$ cat src/rtl/sccb_pkg.sv
// Purpose: shared state encoding, ROM entry layout and timing helpers for the
//          SCCB init sequencer and its millisecond timer.
// Latency: n/a (types and constants only).
// Backpressure: n/a.
package sccb_pkg;

  // Sequencer states. A single WAIT_DONE/GAP pair serves both the write and
  // the optional read-back; a phase flag in the top tells them apart.
  typedef enum logic [3:0] {
    S_IDLE       = 4'd0,
    S_PWRUP      = 4'd1,
    S_FETCH      = 4'd2,
    S_FETCH_WAIT = 4'd3,
    S_DECODE     = 4'd4,
    S_ISSUE      = 4'd5,
    S_WAIT_DONE  = 4'd6,
    S_GAP        = 4'd7,
    S_DELAY      = 4'd8,
    S_ADVANCE    = 4'd9,
    S_FINISH     = 4'd10,
    S_ERROR      = 4'd11
  } seq_state_t;

  // ROM entry: {sub_addr[15:8], data[7:0]}.
  localparam logic [15:0] END_MARKER = 16'hFFFF;
  localparam logic [7:0]  DELAY_TAG  = 8'hF0;
  localparam int          SUB_HI     = 15;
  localparam int          SUB_LO     = 8;
  localparam int          DAT_HI     = 7;
  localparam int          DAT_LO     = 0;

  // Largest millisecond count a delay entry can carry.
  localparam int          MS_MAX     = 255;

  // Clock cycles per millisecond; never below one so tiny test clocks still tick.
  function automatic int ms_div(input int clk_freq);
    int d;
    d = clk_freq / 1000;
    if (d < 1) d = 1;
    return d;
  endfunction

endpackage

$ cat src/rtl/sccb_ms_timer.sv
// Purpose: millisecond prescaler plus ms down-counter; load_i starts a count of
//          ms_i milliseconds, expired_o is high while the count is zero.
// Latency: expired_o rises exactly ms_i*CLK_FREQ/1000 cycles after the load edge;
//          a load of 0 reads expired on the very next cycle.
// Backpressure: none; load_i always wins over an in-progress count.
// Ports: PCLK, PRESET (async, active high), load_i, ms_i[7:0], expired_o.
module sccb_ms_timer #(
  parameter int CLK_FREQ = 50_000_000
) (
  input  logic       PCLK,
  input  logic       PRESET,
  input  logic       load_i,
  input  logic [7:0] ms_i,
  output logic       expired_o
);
  import sccb_pkg::*;

  localparam int               DIV      = ms_div(CLK_FREQ);
  localparam int               PRE_W    = $clog2(DIV) + 1;
  localparam int               MS_W     = $clog2(MS_MAX) + 1;
  localparam logic [PRE_W-1:0] PRE_LAST = PRE_W'(DIV - 1);

  logic [PRE_W-1:0] pre_q, pre_d;
  logic [MS_W-1:0]  ms_q,  ms_d;

  always_comb begin
    pre_d = pre_q;
    ms_d  = ms_q;
    if (load_i) begin
      pre_d = '0;
      ms_d  = MS_W'(ms_i);
    end else if (ms_q != '0) begin
      // Prescaler stops at PRE_LAST and rolls to zero as the ms count drops;
      // once the ms count is zero everything holds, so nothing wraps.
      if (pre_q >= PRE_LAST) begin
        pre_d = '0;
        ms_d  = ms_q - 1'b1;
      end else begin
        pre_d = pre_q + 1'b1;
      end
    end
  end

  always_ff @(posedge PCLK or posedge PRESET) begin
    if (PRESET) begin
      pre_q <= '0;
      ms_q  <= '0;
    end else begin
      pre_q <= pre_d;
      ms_q  <= ms_d;
    end
  end

  assign expired_o = (ms_q == '0);

endmodule

$ cat src/rtl/sccb_init_sequencer.sv
// Purpose: walks a camera register ROM and issues one SCCB 3-phase write per
//          entry, with inline ms delays, end marker and done-timeout.
// Latency: PWRUP_MS ms after init_go to first fetch; 5 cycles from a GAP exit to
//          the next sccb_start; GAP_CYC idle cycles enforced between transactions.
// Backpressure: holds sccb_start until sccb_done; gives up after TIMEOUT_CYC.
// Optional: SCCB_READBACK_VERIFY_EN adds a read-back check after every write
//          (ports sccb_data_out, verify_err).
// Ports: PCLK/PRESET clock and async active-high reset; init_go start pulse;
//        rom_addr/rom_data synchronous ROM; sccb_* master command/handshake;
//        busy, init_done, init_err, err_index status.
module sccb_init_sequencer
  import sccb_pkg::*;
#(
  parameter int         CLK_FREQ    = 50_000_000,
  parameter logic [7:0] DEV_ID      = 8'h42,
  parameter int         ROM_AW      = 6,
  parameter int         GAP_CYC     = 500,
  parameter int         TIMEOUT_CYC = 2_000_000,
  parameter int         PWRUP_MS    = 5
) (
  input  logic              PCLK,
  input  logic              PRESET,
  input  logic              init_go,
  output logic [ROM_AW-1:0] rom_addr,
  input  logic [15:0]       rom_data,
  output logic              sccb_start,
  output logic              sccb_rw,
  output logic [7:0]        sccb_ip_addr,
  output logic [7:0]        sccb_sub_addr,
  output logic [7:0]        sccb_data_in,
  input  logic              sccb_done,
`ifdef SCCB_READBACK_VERIFY_EN
  input  logic [7:0]        sccb_data_out,
  output logic              verify_err,
`endif
  output logic              busy,
  output logic              init_done,
  output logic              init_err,
  output logic [ROM_AW-1:0] err_index
);

  // One cycle counter covers both the done-timeout and the inter-transaction
  // gap; it is sized for the larger of the two and saturates.
  localparam int               CYC_MAX   = (TIMEOUT_CYC > GAP_CYC) ? TIMEOUT_CYC : GAP_CYC;
  localparam int               CYC_W     = $clog2(CYC_MAX) + 1;
  localparam logic [CYC_W-1:0] GAP_LAST  = CYC_W'(GAP_CYC - 1);
  localparam logic [CYC_W-1:0] TMO_LAST  = CYC_W'(TIMEOUT_CYC - 1);
  localparam logic [ROM_AW-1:0] IDX_LAST = '1;
  localparam logic [7:0]       PWRUP_MS8 = 8'(PWRUP_MS);

  seq_state_t        state_q, state_d;
  logic [ROM_AW-1:0] idx_q, idx_d;
  logic [ROM_AW-1:0] err_idx_q, err_idx_d;
  logic [7:0]        sub_q, sub_d;
  logic [7:0]        dat_q, dat_d;
  logic              start_q, start_d;
  logic              busy_q, busy_d;
  logic              done_q, done_d;
  logic              err_q, err_d;
  logic [CYC_W-1:0]  cyc_q, cyc_d, cyc_inc;
  logic              tmr_load;
  logic [7:0]        tmr_ms;
  logic              tmr_expired;
  logic [7:0]        entry_sub;
  logic [7:0]        entry_dat;
`ifdef SCCB_READBACK_VERIFY_EN
  logic              rw_q, rw_d;
  logic              rd_q, rd_d;     // current transaction is the read-back
  logic              verr_q, verr_d;
`endif

  assign entry_sub = rom_data[SUB_HI:SUB_LO];
  assign entry_dat = rom_data[DAT_HI:DAT_LO];

  sccb_ms_timer #(
    .CLK_FREQ (CLK_FREQ)
  ) u_ms_timer (
    .PCLK      (PCLK),
    .PRESET    (PRESET),
    .load_i    (tmr_load),
    .ms_i      (tmr_ms),
    .expired_o (tmr_expired)
  );

  always_comb begin
    state_d   = state_q;
    idx_d     = idx_q;
    err_idx_d = err_idx_q;
    sub_d     = sub_q;
    dat_d     = dat_q;
    start_d   = start_q;
    busy_d    = busy_q;
    done_d    = done_q;
    err_d     = err_q;
    tmr_load  = 1'b0;
    tmr_ms    = 8'd0;
`ifdef SCCB_READBACK_VERIFY_EN
    rw_d      = rw_q;
    rd_d      = rd_q;
    verr_d    = verr_q;
`endif

    case (state_q)
      S_IDLE: begin
        if (init_go) begin
          done_d   = 1'b0;
          err_d    = 1'b0;
          idx_d    = '0;
          busy_d   = 1'b1;
          tmr_load = 1'b1;
          tmr_ms   = PWRUP_MS8;
`ifdef SCCB_READBACK_VERIFY_EN
          verr_d   = 1'b0;
`endif
          state_d  = S_PWRUP;
        end
      end

      S_PWRUP: begin
        if (tmr_expired) state_d = S_FETCH;
      end

      // rom_addr is idx_q directly, so it is already on the bus in FETCH;
      // FETCH_WAIT covers the ROM's registered read.
      S_FETCH:      state_d = S_FETCH_WAIT;
      S_FETCH_WAIT: state_d = S_DECODE;

      S_DECODE: begin
        if (rom_data == END_MARKER) begin
          state_d = S_FINISH;
        end else if (entry_sub == DELAY_TAG) begin
          tmr_load = 1'b1;
          tmr_ms   = entry_dat;
          state_d  = S_DELAY;
        end else begin
          sub_d   = entry_sub;
          dat_d   = entry_dat;
`ifdef SCCB_READBACK_VERIFY_EN
          rw_d    = 1'b0;
          rd_d    = 1'b0;
`endif
          state_d = S_ISSUE;
        end
      end

      S_ISSUE: begin
        start_d = 1'b1;
        state_d = S_WAIT_DONE;
      end

      S_WAIT_DONE: begin
        if (sccb_done) begin
          start_d = 1'b0;
          state_d = S_GAP;
`ifdef SCCB_READBACK_VERIFY_EN
          // A read-back mismatch is recorded but the table keeps going.
          if (rd_q && (sccb_data_out != dat_q)) begin
            verr_d    = 1'b1;
            err_idx_d = idx_q;
          end
`endif
        end else if (cyc_q >= TMO_LAST) begin
          start_d = 1'b0;
          state_d = S_ERROR;
        end
      end

      // The master's done must have fallen too, so a level-style done can
      // never be mistaken for the next transaction's completion.
      S_GAP: begin
        if (!sccb_done && (cyc_q >= GAP_LAST)) begin
`ifdef SCCB_READBACK_VERIFY_EN
          if (!rd_q) begin
            rd_d    = 1'b1;
            rw_d    = 1'b1;
            state_d = S_ISSUE;
          end else begin
            rd_d    = 1'b0;
            rw_d    = 1'b0;
            state_d = S_ADVANCE;
          end
`else
          state_d = S_ADVANCE;
`endif
        end
      end

      S_DELAY: begin
        if (tmr_expired) state_d = S_ADVANCE;
      end

      // A table without an end marker stops after its last slot rather than
      // wrapping back to entry 0.
      S_ADVANCE: begin
        if (idx_q == IDX_LAST) begin
          state_d = S_FINISH;
        end else begin
          idx_d   = idx_q + 1'b1;
          state_d = S_FETCH;
        end
      end

      S_FINISH: begin
        done_d  = 1'b1;
        busy_d  = 1'b0;
        state_d = S_IDLE;
      end

      S_ERROR: begin
        start_d   = 1'b0;
        err_d     = 1'b1;
        err_idx_d = idx_q;
        busy_d    = 1'b0;
`ifdef SCCB_READBACK_VERIFY_EN
        rw_d      = 1'b0;
        rd_d      = 1'b0;
`endif
        state_d   = S_IDLE;
      end

      default: state_d = S_IDLE;
    endcase

    // Counter restarts on every state change and otherwise saturates.
    cyc_inc = (cyc_q == '1) ? cyc_q : (cyc_q + 1'b1);
    cyc_d   = (state_d != state_q) ? '0 : cyc_inc;
  end

  always_ff @(posedge PCLK or posedge PRESET) begin
    if (PRESET) begin
      state_q   <= S_IDLE;
      idx_q     <= '0;
      err_idx_q <= '0;
      sub_q     <= '0;
      dat_q     <= '0;
      start_q   <= 1'b0;
      busy_q    <= 1'b0;
      done_q    <= 1'b0;
      err_q     <= 1'b0;
      cyc_q     <= '0;
`ifdef SCCB_READBACK_VERIFY_EN
      rw_q      <= 1'b0;
      rd_q      <= 1'b0;
      verr_q    <= 1'b0;
`endif
    end else begin
      state_q   <= state_d;
      idx_q     <= idx_d;
      err_idx_q <= err_idx_d;
      sub_q     <= sub_d;
      dat_q     <= dat_d;
      start_q   <= start_d;
      busy_q    <= busy_d;
      done_q    <= done_d;
      err_q     <= err_d;
      cyc_q     <= cyc_d;
`ifdef SCCB_READBACK_VERIFY_EN
      rw_q      <= rw_d;
      rd_q      <= rd_d;
      verr_q    <= verr_d;
`endif
    end
  end

  assign rom_addr      = idx_q;
  assign sccb_start    = start_q;
  assign sccb_sub_addr = sub_q;
  assign sccb_data_in  = dat_q;
  assign busy          = busy_q;
  assign init_done     = done_q;
  assign init_err      = err_q;
  assign err_index     = err_idx_q;
`ifdef SCCB_READBACK_VERIFY_EN
  assign sccb_rw       = rw_q;
  assign sccb_ip_addr  = DEV_ID | {7'd0, rw_q};
  assign verify_err    = verr_q;
`else
  assign sccb_rw       = 1'b0;
  assign sccb_ip_addr  = DEV_ID;
`endif

endmodule
$ cat config.mk
export PLATFORM = sky130hd
export DESIGN_NAME = sccb_init_sequencer
export DESIGN_NICKNAME = d
export VERILOG_FILES = /design/src/rtl/sccb_pkg.sv /design/src/rtl/sccb_ms_timer.sv /design/src/rtl/sccb_init_sequencer.sv
export SDC_FILE = /design/constraint.sdc
export NUM_CORES = 1
export LEC_CHECK = 0
export CORE_MARGIN = 2
export CORE_UTILIZATION = 50
export DETAILED_ROUTE_END_ITERATION = 10
export PLACE_DENSITY = 0.84
export SETUP_SLACK_MARGIN = 0.5
export SLEW_MARGIN = 10
export SYNTH_ARGS = -nofsm -noshare
export SYNTH_HDL_FRONTEND = slang
export SYNTH_SLANG_ARGS = --single-unit
$ cat constraint.sdc
create_clock -name PCLK -period 3.1 [get_ports PCLK]
set_input_delay 0.62 -clock PCLK [delete_from_list [all_inputs] [get_ports PCLK]]
set_output_delay 0.62 -clock PCLK [all_outputs]
set_load 0.01 [all_outputs]
==> reports/metrics.cfg, run 1 <==
[outcome]
status = finished, final reports clean

[sta]
fin_setup_tns_ns = 0
layout_min_cycle_time_ns = 2.61
max_clock_freq_mhz = 383
period_share = 0.842
skew_ns = 0.00668
rsz0062_at_grt = yes
setup-violations-final = 0
slew_headroom = 0.515
timing.final.hold_violations = 0
slew_violations = 0
tightestPinTransition_ns = 0.725

[finish]
final_nets = 589
area_growth_pct = 24.3
drive_gt1_frac = 0.181
final_area_um2 = 5770
num-fill-cells = 700
diodes = 0
final_util = 0.634

[route]
drt_iter0_drc = 437
drt_first_pass_iters = 5
wire_per_inst_um = 17.2
drc_errors = 0
routed_wl_mm = 11.7
vias = 4090
ant_nets = 0
vias_per_cell = 6.01

[worst_setup_path]
critPathRequiredTime_ns = 3.33
critPathMaxStageDelay_ns = 0.49
start_kind = input port
cpLargestDelayFamily = buffers and inverters
cp-end-kind = flop
cp.buffers_inverters = 4
cp_common_cell = buf_4
path_cells = clkdlybuf4s50_1 > nand4_1 > nor4_2 > buf_4 > buf_4 > a21o_1 > a21oi_1 > o2111ai_4 > buf_2 > nor2_1
cp_max_fo = 5
crit_type = input port to flop
cp_slowest_cell = clkdlybuf4s50_1
cp.arrival_ns = 2.85
setup.worst_path.start = rom_data[14]
r2r-start = cyc_q[21]$_DFFE_PP0P_

[cts]
cts-buffers-inserted = 9
tritoncts = yes
root_buffer = clkbuf_8
h-tree-depth = 3
clkTransAtPathRegs_ns = 0.08
holdBufCountCts = 0
cts_sinks = 84
clock_latency_ns = 0.35
clockBufferDepth = 2

[yosys]
synth_top_family_by_area = simple AND/OR/NAND/NOR gates
synth_xor_area_frac = 0.0547
synth_most_common_cell = dfrtp_1
ys_async_sr_fraction = 1.00
synth_common_cells = dfrtp_1 (84), nor2_1 (63), nand2_1 (53), mux2_2 (22), nand3_1 (20)
syn_inst = 492
synthSimpleGateAreaFrac = 0.231
synth-edff-count = 0
synth_flop_cell = dfrtp_1
netlist_top_cells_area = dfrtp_1 (45%), mux2_2 (5.3%), nor2_1 (5.1%), nand2_1 (4.3%), xnor2_1 (3.4%)
yosysTopAreaCell = dfrtp_1
syn_area_um2 = 4640
synthAdderAreaFrac = 0.0108
muxShareOfSynthArea = 0.0577
synth-seq-area-share = 0.453
synth_top_cell_area_share = 0.453
synth-compound-area-share = 0.146
ys_ff_latch = 84
syn_avg_cell_area_um2 = 9.44
yosysWarnings = 0
synth_cell_types = 65

[power_and_ir_drop]
p_per_area_nw_per_um2 = 601
peakVddDrop_uv = 365
p_sw_frac = 0.340
combPwrFrac = 0.330
p_leak_nw = 2.52
power_frac_seq = 0.416
cell_internal_pwr_mw = 2.29
p_switching_mw = 1.18
pwr-share-clk = 0.254

[placement]
placed_area_um2 = 5300
dp_hpwl_mm = 7.79
place.gp.congestion = 0.885
port_buffers = 51

[floorplanning]
initial_utilization = 0.510
dieWidth_um = 100
rows = 35
io_pins = 61
die_area_um2 = 10100
dieHeight_um = 100
coreArea_um2 = 9110

[global_routing]
grt_pass1_vias = 3921
grt_pass1_wl_mm = 18.9
antenna_found_initial = 0
grt_usage = 0.233
overflow = 0
grt_max_degree = 37

[job]
drv_cap = 0

[min_path]
hold_class = flop to flop
hp-start = init_err$_DFFE_PP0P_

[cells in the final DEF (no fill, tap or decap), types with 13 or more instances in the layout]
cell type,n
a21oi_1,17
xnor2_1,18
mux2_2,22
nor2_1,61
dfrtp_1,83
nand3_1,19
clkdlybuf4s50_1,48
o21ai_0,18
nand2_1,52
nand4_1,13
buf_4,29
[power groups by stage]
stage	Clock [mW]	Sequential (mW)	Combinational, mW
2_1_floorplan	0	1.45	0.675
3_3_place_gp	0	1.44	0.993
3_5_place_dp	0	1.45	1.03
4_1_cts	0.886	1.44	1.07
5_1_grt	0.936	1.47	1.25
6_report	0.880	1.44	1.15
[sequential cells by signal, indices dropped and copies added (netlist names)]
| signal | count |
|---|---|
| init_done | 1 |
| err_index | 6 |
| sccb_data_in | 8 |
| sccb_start | 1 |
| sccb_sub_addr | 8 |
| rom_addr | 6 |
| init_err | 1 |
| cyc_q | 22 |
| state_q | 4 |
| busy | 1 |
| u_ms_timer.ms_q | 9 |
| u_ms_timer.pre_q | 17 |
[final cells by class]
type,instances,area (µm²),share of cell area
Clock inverter,6,86.3,0.0150
Multi-Input combinational cell,373,2450,0.425
Inverter,11,45.0,0.00781
Tap cell,111,139,0.0241
Sequential cell,84,2100,0.364
Clock buffer,10,138,0.0239
Timing Repair Buffer,86,806,0.140
[final timing paths]
kind	cells after the start	endpoint	slack, ns
worst max register to register	7	cyc_q[1]$_DFFE_PP0P_	0.49
max in group asynchronous	3	state_q[1]$_DFF_PP0_	1.69
worst min register to register	2	init_err$_DFFE_PP0P_	0.49
min in group asynchronous	2	u_ms_timer.pre_q[16]$_DFFE_PP0P_	0.72
worst min-delay path	2	init_err$_DFFE_PP0P_	0.49
worst max-delay path	10	cyc_q[16]$_DFFE_PP0P_	0.49
[timing repair]
| action | CTS | global route |
|---|---|---|
| pin swaps | 4 | 8 |
| setup endpoints to repair | 34 | 41 |
| buffers inserted | 4 | 11 |
| resized for setup | 9 | 23 |
| gates cloned | 2 | 1 |
[tightest hold or removal path: cells and delay by family (launching register included)]
kind / cells / cell delay (ns)
flops: 1 / 0.35
simple gates: 2 / 0.11
[cells by family after synthesis]
| family | Yosys count |
|---|---|
| compound gates | 94 |
| xor+xnor | 29 |
| fa+ha+maj | 4 |
| buf+inv | 42 |
| flops | 84 |
| mux | 24 |
| other cells | 2 |
| simple gates | 213 |
[stage by stage]
step / hold slack [ns] / setup slack [ns] / total power [mW] / cells
finish: 0.493 / 0.489 / 3.47 / 681
CTS: 0.498 / 0.402 / 3.39 / 669
detailed placement: 0.479 / 0.0545 / 2.48 / 647
global placement: 0.468 / 0.148 / 2.43 / 647
global route: 0.534 / 0.416 / 3.65 / 681
floorplan: 0.464 / 0.501 / 2.12 / 499
[routing by layer]
metal	GRT usage	vias to the layer above	share of wire
li1	-	1901	-
met5	0	-	0
met4	0.0632	0	0.013
met2	0.383	167	0.50
met1	0.320	2002	0.43
met3	0.0397	20	0.054
(Power assumes the default switching activity.)
==> run 2: changes to the inputs <==
--- a/config.mk
+++ b/config.mk
@@ -8,7 +8,7 @@
 export CORE_MARGIN = 2
 export CORE_UTILIZATION = 50
 export DETAILED_ROUTE_END_ITERATION = 10
-export PLACE_DENSITY = 0.84
+export PLACE_DENSITY = 0.87
 export SETUP_SLACK_MARGIN = 0.5
 export SLEW_MARGIN = 10
 export SYNTH_ARGS = -nofsm -noshare
==> constraint.sdc (replaced) <==
create_clock -name PCLK -period 2.4 [get_ports PCLK]
set_input_delay 0.48 -clock PCLK [delete_from_list [all_inputs] [get_ports PCLK]]
set_output_delay 0.48 -clock PCLK [all_outputs]
set_load 0.01 [all_outputs]
==> run 2 against run 1 <==
Effect of this change: the flow now finishes with violations (setup timing); first-iteration DRC count is 3.7% lower; utilization is 12 points higher; worst setup slack worse by 0.74 ns; sequential share of layout area is 5.6 points lower; register-to-register slack worse by 0.74 ns; via count is 16% higher; non-clock buffer count is 60 higher; final area is 18% higher; critical path type is now flop to flop; highest routed layer unchanged.
==> reports/metrics.cfg, run 2 (synthesis gave the netlist of run 1 again) <==
[floorplanning]
rows = 35
dieHeight_um = 100
initial_utilization = 0.510
io_pins = 61
die_area_um2 = 10100
dieWidth_um = 100
coreArea_um2 = 9110

[sta]
timing.final.hold_violations = 0
skew_ns = 0.00940
period_share = 1.11
setup-violations-final = 26
rsz0062_at_grt = yes
slew_violations = 0
max_clock_freq_mhz = 377
tightestPinTransition_ns = 0.598
layout_setup_ws_ns = -0.254
layout_min_cycle_time_ns = 2.65
slew_headroom = 0.601
holdWs_ns = 0.494

[finish]
area_growth_pct = 47.0
largest-register = cyc_q
num-fill-cells = 555
largest_reg_flops = 22
final_nets = 649
drive_gt1_frac = 0.350
final_area_um2 = 6820
final_common_cell = dfrtp_1
final_cell_mix = dfrtp_1 (81), buf_4 (57), nor2_1 (51)
diodes = 0
largestRegisters = cyc_q (22), u_ms_timer.pre_q (17), u_ms_timer.ms_q (9)
seqCellArea_um2 = 2110
multi_input_area_um2 = 2910

[placement]
placed_area_um2 = 5810
dp_hpwl_mm = 8.51
place_ws_ns = -0.426
place.gp.congestion = 0.891
port_buffers = 51

[outcome]
violations = setup timing
status = complete, but fails checks

[cts]
h-tree-depth = 3
cts_sinks = 84
clockBufferDepth = 2
clkTransAtPathRegs_ns = 0.08
clock_latency_ns = 0.37
cts-buffers-inserted = 9
root_buffer = clkbuf_8
tritoncts = yes
holdBufCountCts = 0

[power_and_ir_drop]
p_sw_frac = 0.369
p_total_mw = 4.70
combPwrFrac = 0.408
cell_internal_pwr_mw = 2.97
pwr-share-clk = 0.188
p_leak_nw = 2.96
peakVddDrop_uv = 510
p_switching_mw = 1.73
p_per_area_nw_per_um2 = 689
power_frac_seq = 0.404

[route]
drc_errors = 0
drt_first_pass_iters = 5
routed_wl_mm = 16.0
vias = 4724
vias_per_cell = 6.38
wire_per_inst_um = 21.6
ant_nets = 0
drt_iter0_drc = 421

[global_routing]
grt_usage = 0.280
grt_max_degree = 33
antenna_found_initial = 0
grt_pass1_vias = 4322
grt_pass1_wl_mm = 22.1
overflow = 0

[worst_setup_path]
cp-end-kind = flop
critPathRequiredTime_ns = 2.67
cp_max_fo = 22
cp.arrival_ns = 2.92
r2r-start = cyc_q[21]$_DFFE_PP0P_
timing.rr.end = cyc_q[19]$_DFFE_PP0P_
ff2ff_setup_slack_ns = -0.25
reg2reg_depth = 7
critPathMaxStageDelay_ns = 0.56
cp.buffers_inverters = 1
start_kind = flop
cp_slowest_cell = or4_4
path_cells = or4_4 > or4_4 > o41ai_4 > o22a_2 > o2111ai_2 > buf_12 > nor3b_1
crit_type = flop to flop
cpLargestDelayFamily = simple AND/OR/NAND/NOR gates
cp_common_cell = or4_4

[min_path]
hp-start = rom_data[12]
hold_depth = 2
holdPathEnd = sccb_sub_addr[4]$_DFFE_PP0P_
hold_class = input port to flop

[job]
drv_cap = 0

## run 2: cell types whose count changed in the layout (fill, tap and decap cells not counted), sizes merged, moves of 2 or more
| cell | delta |
|---|---|
| bufinv | -2 |
| dlymetal6s2s | -3 |
| dlygate4sd2 | +14 |
| clkdlybuf4s15 | +3 |
| buf | +61 |
| clkdlybuf4s50 | -14 |
## run 2: per-layer routing
layer / up-vias / routed length, µm / part of all wire / GRT usage
met5: - / 0 / 0 / 0
met4: 0 / 752 / 0.047 / 0.103
met3: 78 / 1220 / 0.076 / 0.0376
met2: 296 / 7930 / 0.50 / 0.465
met1: 2323 / 6050 / 0.38 / 0.376
li1: 2027 / - / - / -
## run 2: repair_timing
action	4_1_cts	5_1_grt
gates cloned	1	0
setup endpoints to repair	71	83
setup buffers	23	18
pin swaps	28	35
resized for setup	92	46
## run 2: through the flow
| step | TNS [ns] | utilization | std cells |
|---|---|---|---|
| after floorplan | -1.01 | - | 499 |
| after global placement | -13.96 | 0.638 | 683 |
| after detailed placement | -17.74 | 0.638 | 683 |
| after CTS | -1.18 | 0.707 | 722 |
| after global routing | -4.26 | 0.749 | 740 |
| final | -2.99 | 0.749 | 740 |
## run 2: how the worst max path moves through the flow
stage / start / end / slack, ns / depth (start not counted)
3_5_place_dp: rom_data[9] / cyc_q[16]$_DFFE_PP0P_ / -0.43 / 8
5_1_grt: cyc_q[21]$_DFFE_PP0P_ / cyc_q[19]$_DFFE_PP0P_ / -0.30 / 7
2_1_floorplan: cyc_q[21]$_DFFE_PP0P_ / cyc_q[1]$_DFFE_PP0P_ / -0.11 / 8
4_1_cts: cyc_q[21]$_DFFE_PP0P_ / cyc_q[9]$_DFFE_PP0P_ / -0.14 / 7
6_report: cyc_q[21]$_DFFE_PP0P_ / cyc_q[19]$_DFFE_PP0P_ / -0.25 / 7
3_3_place_gp: rom_data[9] / cyc_q[16]$_DFFE_PP0P_ / -0.33 / 8
## run 2: cell type report
class | count | area share
clock buffers | 10 | 0.0187
clock inverters | 5 | 0.00440
inverters | 11 | 0.00660
multi-input cells | 373 | 0.426
flip-flops and latches | 84 | 0.309
well taps | 111 | 0.0204
repair buffers | 146 | 0.215
## run 2: power by group through the flow
stage	registers (mW)	logic [mW]	clock network, mW
after floorplan	1.87	0.974	0
after global placement	1.86	1.46	0
after detailed placement	1.88	1.52	0
after CTS	1.86	1.67	0.875
after global routing	1.92	2.03	0.950
final	1.90	1.92	0.884
